<file path="config.mk">
export PLATFORM = sky130hd
export DESIGN_NAME = ej32_ls
export DESIGN_NICKNAME = d
export VERILOG_FILES = /design/src/rtl/ej32_ls.sv
export SDC_FILE = /design/constraint.sdc
export NUM_CORES = 1
export LEC_CHECK = 0
export CELL_PAD_IN_SITES_DETAIL_PLACEMENT = 1
export CELL_PAD_IN_SITES_GLOBAL_PLACEMENT = 2
export CORE_MARGIN = 4
export CORE_UTILIZATION = 30
export DETAILED_ROUTE_END_ITERATION = 10
export PLACE_DENSITY_LB_ADDON = 0.1
export SYNTH_ARGS = -nofsm -noshare
export SYNTH_HDL_FRONTEND = slang
export SYNTH_SLANG_ARGS = --single-unit
</file>
<file path="constraint.sdc">
create_clock -name clk -period 3.3 [get_ports clk]
set_clock_uncertainty 0.05 [all_clocks]
set_input_delay 0.495 -clock clk [delete_from_list [all_inputs] [get_ports clk]]
set_output_delay 0.495 -clock clk [all_outputs]
set_load 0.05 [all_outputs]
</file>
<file path="src/rtl/ej32_ls.sv">
// ej32_ls: byte-serial load/store unit for a 32-bit core talking to an 8-bit memory.
//
// A request latches an address, direction, size and store data, then moves
// 1, 2 or 4 bytes over the byte bus, most significant byte first. Loads
// assemble the bytes into a word and optionally sign-extend byte and short
// results.
//
// Ports:
//   clk     - clock, all state changes on the rising edge
//   rst     - synchronous active-high reset
//   req     - transaction start, sampled only while idle
//   wr      - 1 = store, 0 = load
//   sz      - size: 00 byte, 01 short, 1x word
//   sx      - sign-extend the load result
//   addr    - base byte address
//   wdata   - store data, right-justified
//   mem_i   - memory read byte, valid one cycle after mem_a
//   mem_a   - memory byte address (0 when not transferring)
//   mem_we  - memory write strobe
//   mem_o   - memory write byte (0 when not writing)
//   busy    - high whenever a transaction is in progress
//   done    - one-cycle completion pulse
//   rdata   - last completed load result

module ej32_ls #(
    parameter int unsigned DSZ = 32,
    parameter int unsigned ASZ = 17
) (
    input  logic           clk,
    input  logic           rst,
    input  logic           req,
    input  logic           wr,
    input  logic [1:0]     sz,
    input  logic           sx,
    input  logic [ASZ-1:0] addr,
    input  logic [DSZ-1:0] wdata,
    input  logic [7:0]     mem_i,
    output logic [ASZ-1:0] mem_a,
    output logic           mem_we,
    output logic [7:0]     mem_o,
    output logic           busy,
    output logic           done,
    output logic [DSZ-1:0] rdata
);

    typedef enum logic [1:0] {
        StIdle,
        StXfer,
        StLast,
        StDone
    } state_e;

    state_e         state_q, state_d;
    logic [1:0]     i_q, i_d;          // byte index within the transfer
    logic [1:0]     last_q, last_d;    // index of the final byte (N-1)
    logic [ASZ-1:0] addr_q, addr_d;
    logic           wr_q, wr_d;
    logic           sx_q, sx_d;
    logic [DSZ-1:0] wdata_q, wdata_d;
    // The top byte of a fully shifted accumulator is always shifted out, so
    // only the low DSZ-8 bits are kept; the newest byte arrives on mem_i.
    logic [DSZ-9:0] acc_q, acc_d;
    logic [DSZ-1:0] rdata_q, rdata_d;

    logic [1:0]     sel;
    logic [7:0]     st_byte;
    logic [DSZ-1:0] ld_word;
    logic [DSZ-1:0] ld_result;

    // Big-endian byte select: byte i comes from position N-1-i.
    always_comb begin
        sel     = last_q - i_q;
        st_byte = 8'h00;
        unique case (sel)
            2'd0: st_byte = wdata_q[7:0];
            2'd1: st_byte = wdata_q[15:8];
            2'd2: st_byte = wdata_q[23:16];
            2'd3: st_byte = wdata_q[31:24];
        endcase
    end

    // Load result formed from the accumulator plus the final byte.
    always_comb begin
        ld_word = {acc_q, mem_i};
        case (last_q)
            2'd0:    ld_result = {{(DSZ-8){sx_q & ld_word[7]}}, ld_word[7:0]};
            2'd1:    ld_result = {{(DSZ-16){sx_q & ld_word[15]}}, ld_word[15:0]};
            default: ld_result = ld_word;
        endcase
    end

    always_comb begin
        state_d = state_q;
        i_d     = i_q;
        last_d  = last_q;
        addr_d  = addr_q;
        wr_d    = wr_q;
        sx_d    = sx_q;
        wdata_d = wdata_q;
        acc_d   = acc_q;
        rdata_d = rdata_q;
        unique case (state_q)
            StIdle: begin
                if (req) begin
                    addr_d  = addr;
                    wr_d    = wr;
                    sx_d    = sx;
                    wdata_d = wdata;
                    i_d     = 2'd0;
                    acc_d   = '0;
                    case (sz)
                        2'b00:   last_d = 2'd0;
                        2'b01:   last_d = 2'd1;
                        default: last_d = 2'd3;
                    endcase
                    state_d = StXfer;
                end
            end
            StXfer: begin
                // Read data lags the address by one cycle, so the first
                // XFER cycle has nothing to capture yet.
                if (!wr_q && (i_q != 2'd0)) begin
                    acc_d = {acc_q[DSZ-17:0], mem_i};
                end
                i_d = i_q + 2'd1;
                if (i_q == last_q) begin
                    state_d = wr_q ? StDone : StLast;
                end
            end
            StLast: begin
                rdata_d = ld_result;
                state_d = StDone;
            end
            StDone: begin
                state_d = StIdle;
            end
        endcase
    end

    always_ff @(posedge clk) begin
        if (rst) begin
            state_q <= StIdle;
            i_q     <= 2'd0;
            last_q  <= 2'd0;
            addr_q  <= '0;
            wr_q    <= 1'b0;
            sx_q    <= 1'b0;
            wdata_q <= '0;
            acc_q   <= '0;
            rdata_q <= '0;
        end else begin
            state_q <= state_d;
            i_q     <= i_d;
            last_q  <= last_d;
            addr_q  <= addr_d;
            wr_q    <= wr_d;
            sx_q    <= sx_d;
            wdata_q <= wdata_d;
            acc_q   <= acc_d;
            rdata_q <= rdata_d;
        end
    end

    always_comb begin
        busy   = (state_q != StIdle);
        done   = (state_q == StDone);
        mem_a  = '0;
        mem_we = 1'b0;
        mem_o  = 8'h00;
        if (state_q == StXfer) begin
            mem_a = addr_q + ASZ'(i_q);
            // The memory commits on the same edge that applies reset, so an
            // aborted store must not strobe in that cycle.
            if (wr_q && !rst) begin
                mem_we = 1'b1;
                mem_o  = st_byte;
            end
        end
    end

    assign rdata = rdata_q;

endmodule

</file>
==> flow_summary.yaml, run 1 <==
run_status:
  outcome: "completed"
floorplanning:
  die_y_um: 136
  initial_core_util_pct: 30.7
  die-area_mm2: 0.0184
  core_area_mm2: 0.0159
  io_pins: 124
  chipWidth_um: 136
  rows: 46
setup_path:
  start_kind: "register"
  arrival_ns: 2.58
  critPathMaxStageDelay_ns: 0.51
  slowest_stage: "or4_1"
  end_kind: "output port"
  critPathTopFamily: "simple AND/OR/NAND/NOR gates"
  crit_required_ns: 2.75
  worst-path-stages: 6
  path_class: "reg2out"
  worst-path-buf-inv: 1
  path_cells: "ha_1 > a21oi_2 > or3_4 > or4_1 > a21oi_1 > buf_12"
  reg2regPathDepth: 8
  critPathMaxFanout: 5
pwr:
  p_sw_share_pct: 40.0
  p_int_w: 0.00366
  share_comb_of_total_power_pct: 39.6
  clock_power_share_pct: 30.4
  p_total_w: 0.00610
  seqPwrFrac_pct: 30.0
  ir_worst_vdd_mv: 0.498
  leakage_nw: 2.53
  power.density_mw_per_mm2: 872
  switchingPower_w: 0.00244
grt:
  grt_max_degree: 66
  gr-usage-all-layers_pct: 16.9
  overflow: 0
  grt_pass1_wl_mm: 24.7
  antenna_found_initial: 1
  grt_pass1_vias: 4808
synthesis:
  yosysUniqueCellTypes: 43
  syn_area_mm2: 0.00488
  ys.warnings.count: 0
  async_reset_ff_share_pct: 0
  yosysTopAreaCell: "dfxtp_1"
  syn_area_per_cell_um2: 7.98
  synthFlopType: "dfxtp_1"
  syn_nets: 685
  synth-seq-cells: 113
  syn_inst: 611
  synth_edf_count: 0
  synth-seq-area-share_pct: 46.4
  synth_top_cell_area_share_pct: 46.4
  yosys-top-cells-area: "dfxtp_1, nand2_1, a21oi_1"
layout:
  final_cell_mix: "nand2_1, dfxtp_1, clkdlybuf4s50_1"
  fill_cells: 1907
  syn_to_final_growth_pct: 43.3
  diodes: 0
  drive_above_1_share_pct: 10.8
  mostFrequentLayoutCell: "nand2_1"
  layout.nets: 793
  utilization_pct: 44.0
  final_cell_area_mm2: 0.00699
timing:
  setup_viol: 0
  timing.setup.tns_ns: 0
  final-hold-violation-count: 0
  fin_crit_sh_pct: 94.8
  fmax_ghz: 0.320
  tightest_slew_ns: 0.732
  min_period_ns: 3.13
  maxSlewViolCount: 0
  whs_ns: 0.404
  rsz0062_at_grt: "false"
  slew_headroom_pct: 51.0
clock_network:
  cts_tree: "done"
  cts_setup_buffers: 0
  numCtsBuffers: 17
  clock-root-buffer: "clkbuf_16"
  cts.reportedPaths.clkPinSlew_ns: 0.05
  numClockSinks: 113
  h-tree-depth: 4
  worstSkewPairLatency_ns: 0.41
  clock_path_buffers: 2
place:
  place_area_mm2: 0.00638
  gp_congestion: 0.763
  port_buffers: 123
  dp_hpwl_mm: 10.5
worst_hold_path:
  hp-class: "reg2reg"
  hold_depth: 2
drt:
  dr.pass1.iters: 4
  drt_iter0_markers: 200
  viasPerCell: 4.84
  wl_mm: 14.9
  ant_nets: 0
  vias: 4586
  post_drt_wl_per_cell_um: 15.8
  drc_errors: 0
flow_run:
  drv_cap: 0
==> area by class of cell <==
type	instances	area (um^2)	area share [%]
multi-input combinational	442	2420	34.7
sequential	113	2260	32.4
timing repair buffer	134	1400	20.0
clock buffer	21	460	6.59
tap	216	270	3.87
clock inverter	10	135	1.93
inverter	11	41.3	0.591
==> flip-flops by register name, indices dropped and copies added (netlist names) <==
name and cells:
addr_q 17, wr_q 1, sx_q 1, i_q 2, rdata 32, state_q 2, acc_q 24, last_q 2
wdata_q 32
==> what timing repair did <==
action                                  4_1_cts  5_1_grt
endpoints found under the setup margin        0        5
resized for setup                             0        2
hold endpoints to repair                      0        0
hold buffers                                  0        0
==> cells in the mapped netlist, types with 3 or more instances <==
cell and count:
nand2_1 154, dfxtp_1 113, a21oi_1 91, nor2_1 47, clkbuf_1 42, mux2i_1 25, nand4_1 24, a211oi_1 17
inv_1 10, nor3_1 10, ha_1 9, o22ai_1 8, xnor2_1 8, nand3_1 6, o31ai_1 5, and2_1 4
or4_1 4, xor2_1 4, nor4_1 3
==> final timing paths <==
kind | from | endpoint | slack (ns)
worst min register to register | acc_q[20]$_SDFFE_PP0P_ | acc_q[20]$_SDFFE_PP0P_ | 0.40
worst max register to register | state_q[0]$_SDFFE_PP0P_ | acc_q[0]$_SDFFE_PP0P_ | 1.22
worst max-delay path | i_q[1]$_SDFFE_PP0P_ | mem_a[13] | 0.17
worst min-delay path | acc_q[20]$_SDFFE_PP0P_ | acc_q[20]$_SDFFE_PP0P_ | 0.40
==> per-layer routing <==
metal  vias to the layer above  part of all wire [%]  global-route usage (%)
li1                       2304                     -                       -
met2                        82                    50                    28.9
met3                        18                   3.9                    4.46
met4                         2                   1.5                    5.94
met1                      2180                    45                    20.6
met5                         -                 0.080                       0
==> cells by family (layout without fill, tap and decap cells) <==
group                    Yosys count  count (layout)  synth area share [%]
AND/OR/NAND/NOR                  264             264                  23.9
AO/OA/AOI/OAI                    130             130                  15.1
flip-flops                       113             113                  46.4
buffers and inverters             56             176                  4.34
multiplexers                      25              25                  5.13
XOR/XNOR                          13              13                  2.49
adder cells (fa/ha/maj)           10              10                  2.72
==> power by group through the flow <==
stage                     Clock, W  Sequential (W)  Combinational (W)
after floorplan                  0         0.00226            0.00123
after global placement           0         0.00185            0.00239
after detailed placement         0         0.00186            0.00244
after CTS                  0.00190         0.00183            0.00245
after global routing       0.00197         0.00187            0.00264
final                      0.00186         0.00183            0.00241
==> tightest hold or removal path: stages (launching register included) <==
cell and delay (ns):
dfxtp_1 0.31, nand2_1 0.05, a21oi_1 0.05
==> stage by stage <==
| step | worst slack, ns | std cells |
|---|---|---|
| 2_1_floorplan | 0.0465 | 611 |
| 3_3_place_gp | 0.566 | 916 |
| 3_5_place_dp | 0.500 | 916 |
| 4_1_cts | 0.0361 | 947 |
| 5_1_grt | 0.0180 | 947 |
| 6_report | 0.171 | 947 |
Note: power is estimated with default switching activity, not from simulation.
==> run 2, diff against run 1 <==
Settings changed: CORE_MARGIN 4 to unset.
==> run 2 against run 1 <==
Net effect: wire length shrank 2.9%; register-to-register slack is essentially flat; via count grew 0.31%; critical path type unchanged; critical endpoint is now mem_a[16]; largest power group unchanged; largest cell class unchanged; sequential cell count is the same; non-clock buffer count grew 1; highest routed layer is now met4.
==> flow_summary.yaml, run 2 (synthesis results as in run 1) <==
timing:
  slew_headroom_pct: 47.2
  rsz0062_at_grt: "false"
  timing.setup.tns_ns: 0
  fin_crit_sh_pct: 96.0
  final-hold-violation-count: 0
  fmax_ghz: 0.316
  maxSlewViolCount: 0
  tightest_slew_ns: 0.789
  whs_ns: 0.404
  min_period_ns: 3.17
  setup_viol: 0
floorplanning:
  rows: 46
  io_pins: 124
  die-area_mm2: 0.0168
  initial_core_util_pct: 30.7
  core_area_mm2: 0.0159
  die_y_um: 130
  chipWidth_um: 130
layout:
  diodes: 0
  mostFrequentLayoutCell: "nand2_1"
  final_cell_mix: "nand2_1, dfxtp_1, clkdlybuf4s50_1"
  fill_cells: 1852
  syn_to_final_growth_pct: 42.3
  final_cells: 948
  layout.nets: 794
  drive_above_1_share_pct: 10.2
place:
  port_buffers: 123
  gp_congestion: 0.833
  dp_hpwl_mm: 10.0
  place_inst: 917
run_status:
  outcome: "completed"
pwr:
  p_total_w: 0.00592
  ir_worst_vdd_mv: 0.398
  seqPwrFrac_pct: 30.8
  switchingPower_w: 0.00239
  p_int_w: 0.00354
  leakage_nw: 2.52
  p_sw_share_pct: 40.3
  clock_power_share_pct: 28.5
  power.density_mw_per_mm2: 853
  share_comb_of_total_power_pct: 40.7
worst_hold_path:
  hp-class: "reg2reg"
grt:
  grt_pass1_vias: 4878
  gr-usage-all-layers_pct: 18.4
  overflow: 0
  antenna_found_initial: 0
  grt_pass1_wl_mm: 23.6
  grt_max_degree: 72
clock_network:
  h-tree-depth: 4
  cts_tree: "done"
  numCtsBuffers: 17
  clock-root-buffer: "clkbuf_16"
  cts_setup_buffers: 0
  cts.reportedPaths.clkPinSlew_ns: 0.05
  cts_hold_buf: 0
  numClockSinks: 113
  clock_path_buffers: 2
  worstSkewPairLatency_ns: 0.41
  cts_resized: 0
setup_path:
  end_kind: "output port"
  critPathMaxFanout: 4
  start_kind: "register"
  arrival_ns: 2.62
  crit_required_ns: 2.75
  path_class: "reg2out"
drt:
  vias: 4600
  wl_mm: 14.5
  viasPerCell: 4.85
  dr.pass1.iters: 4
  post_drt_wl_per_cell_um: 15.3
  ant_nets: 0
  drc_errors: 0
  drt_iter0_markers: 132
flow_run:
  drv_cap: 0
## run 2: final timing paths
path                                start                 endpoint  slack (ns)  cells past startpoint
setup / recovery      i_q[0]$_SDFFE_PP0P_                mem_a[16]        0.13                      7
hold reg to reg   wdata_q[6]$_SDFFE_PP0P_  wdata_q[6]$_SDFFE_PP0P_        0.40                      2
hold / removal    wdata_q[6]$_SDFFE_PP0P_  wdata_q[6]$_SDFFE_PP0P_        0.40                      2
setup reg to reg  state_q[0]$_SDFFE_PP0P_    acc_q[0]$_SDFFE_PP0P_        1.23                      8
## run 2: worst max-delay path: stages, from the launching register on
cell	delay (ns)
dfxtp_1	0.37
ha_1	0.23
fa_1	0.27
and3_1	0.27
nand2_1	0.14
or4_1	0.48
a21oi_1	0.27
buf_12	0.18
## run 2: layer usage
metal  routed length [um]  GRT usage (%)
met5                    0              0
met4                  191           6.77
met3                  613           4.79
met2                 7390           33.8
met1                 6300           20.3
## run 2: power by group through the flow
stage          combinational [W]  sequential, W  clock, W
4_1_cts                  0.00245        0.00183   0.00173
3_5_place_dp             0.00245        0.00186         0
5_1_grt                  0.00263        0.00187   0.00179
2_1_floorplan            0.00123        0.00226         0
6_report                 0.00241        0.00183   0.00168
3_3_place_gp             0.00240        0.00184         0
## run 2: per-stage QoR
stage | worst slack [ns] | util (%) | area (um^2)
2_1_floorplan | 0.0465 | - | 4880
3_3_place_gp | 0.631 | 40.3 | 6400
3_5_place_dp | 0.562 | 40.3 | 6400
4_1_cts | 0.113 | 43.7 | 6940
5_1_grt | 0.00964 | 43.7 | 6940
6_report | 0.133 | 43.7 | 6940
## run 2: layout make-up
type	instances	area [um^2]	share of cell area, %
Multi-Input combinational cell	442	2410	34.7
Timing Repair Buffer	135	1420	20.4
Inverter	11	41.3	0.595
Clock buffer	26	489	7.05
Sequential cell	113	2260	32.6
Tap cell	216	270	3.89
Clock inverter	5	53.8	0.775
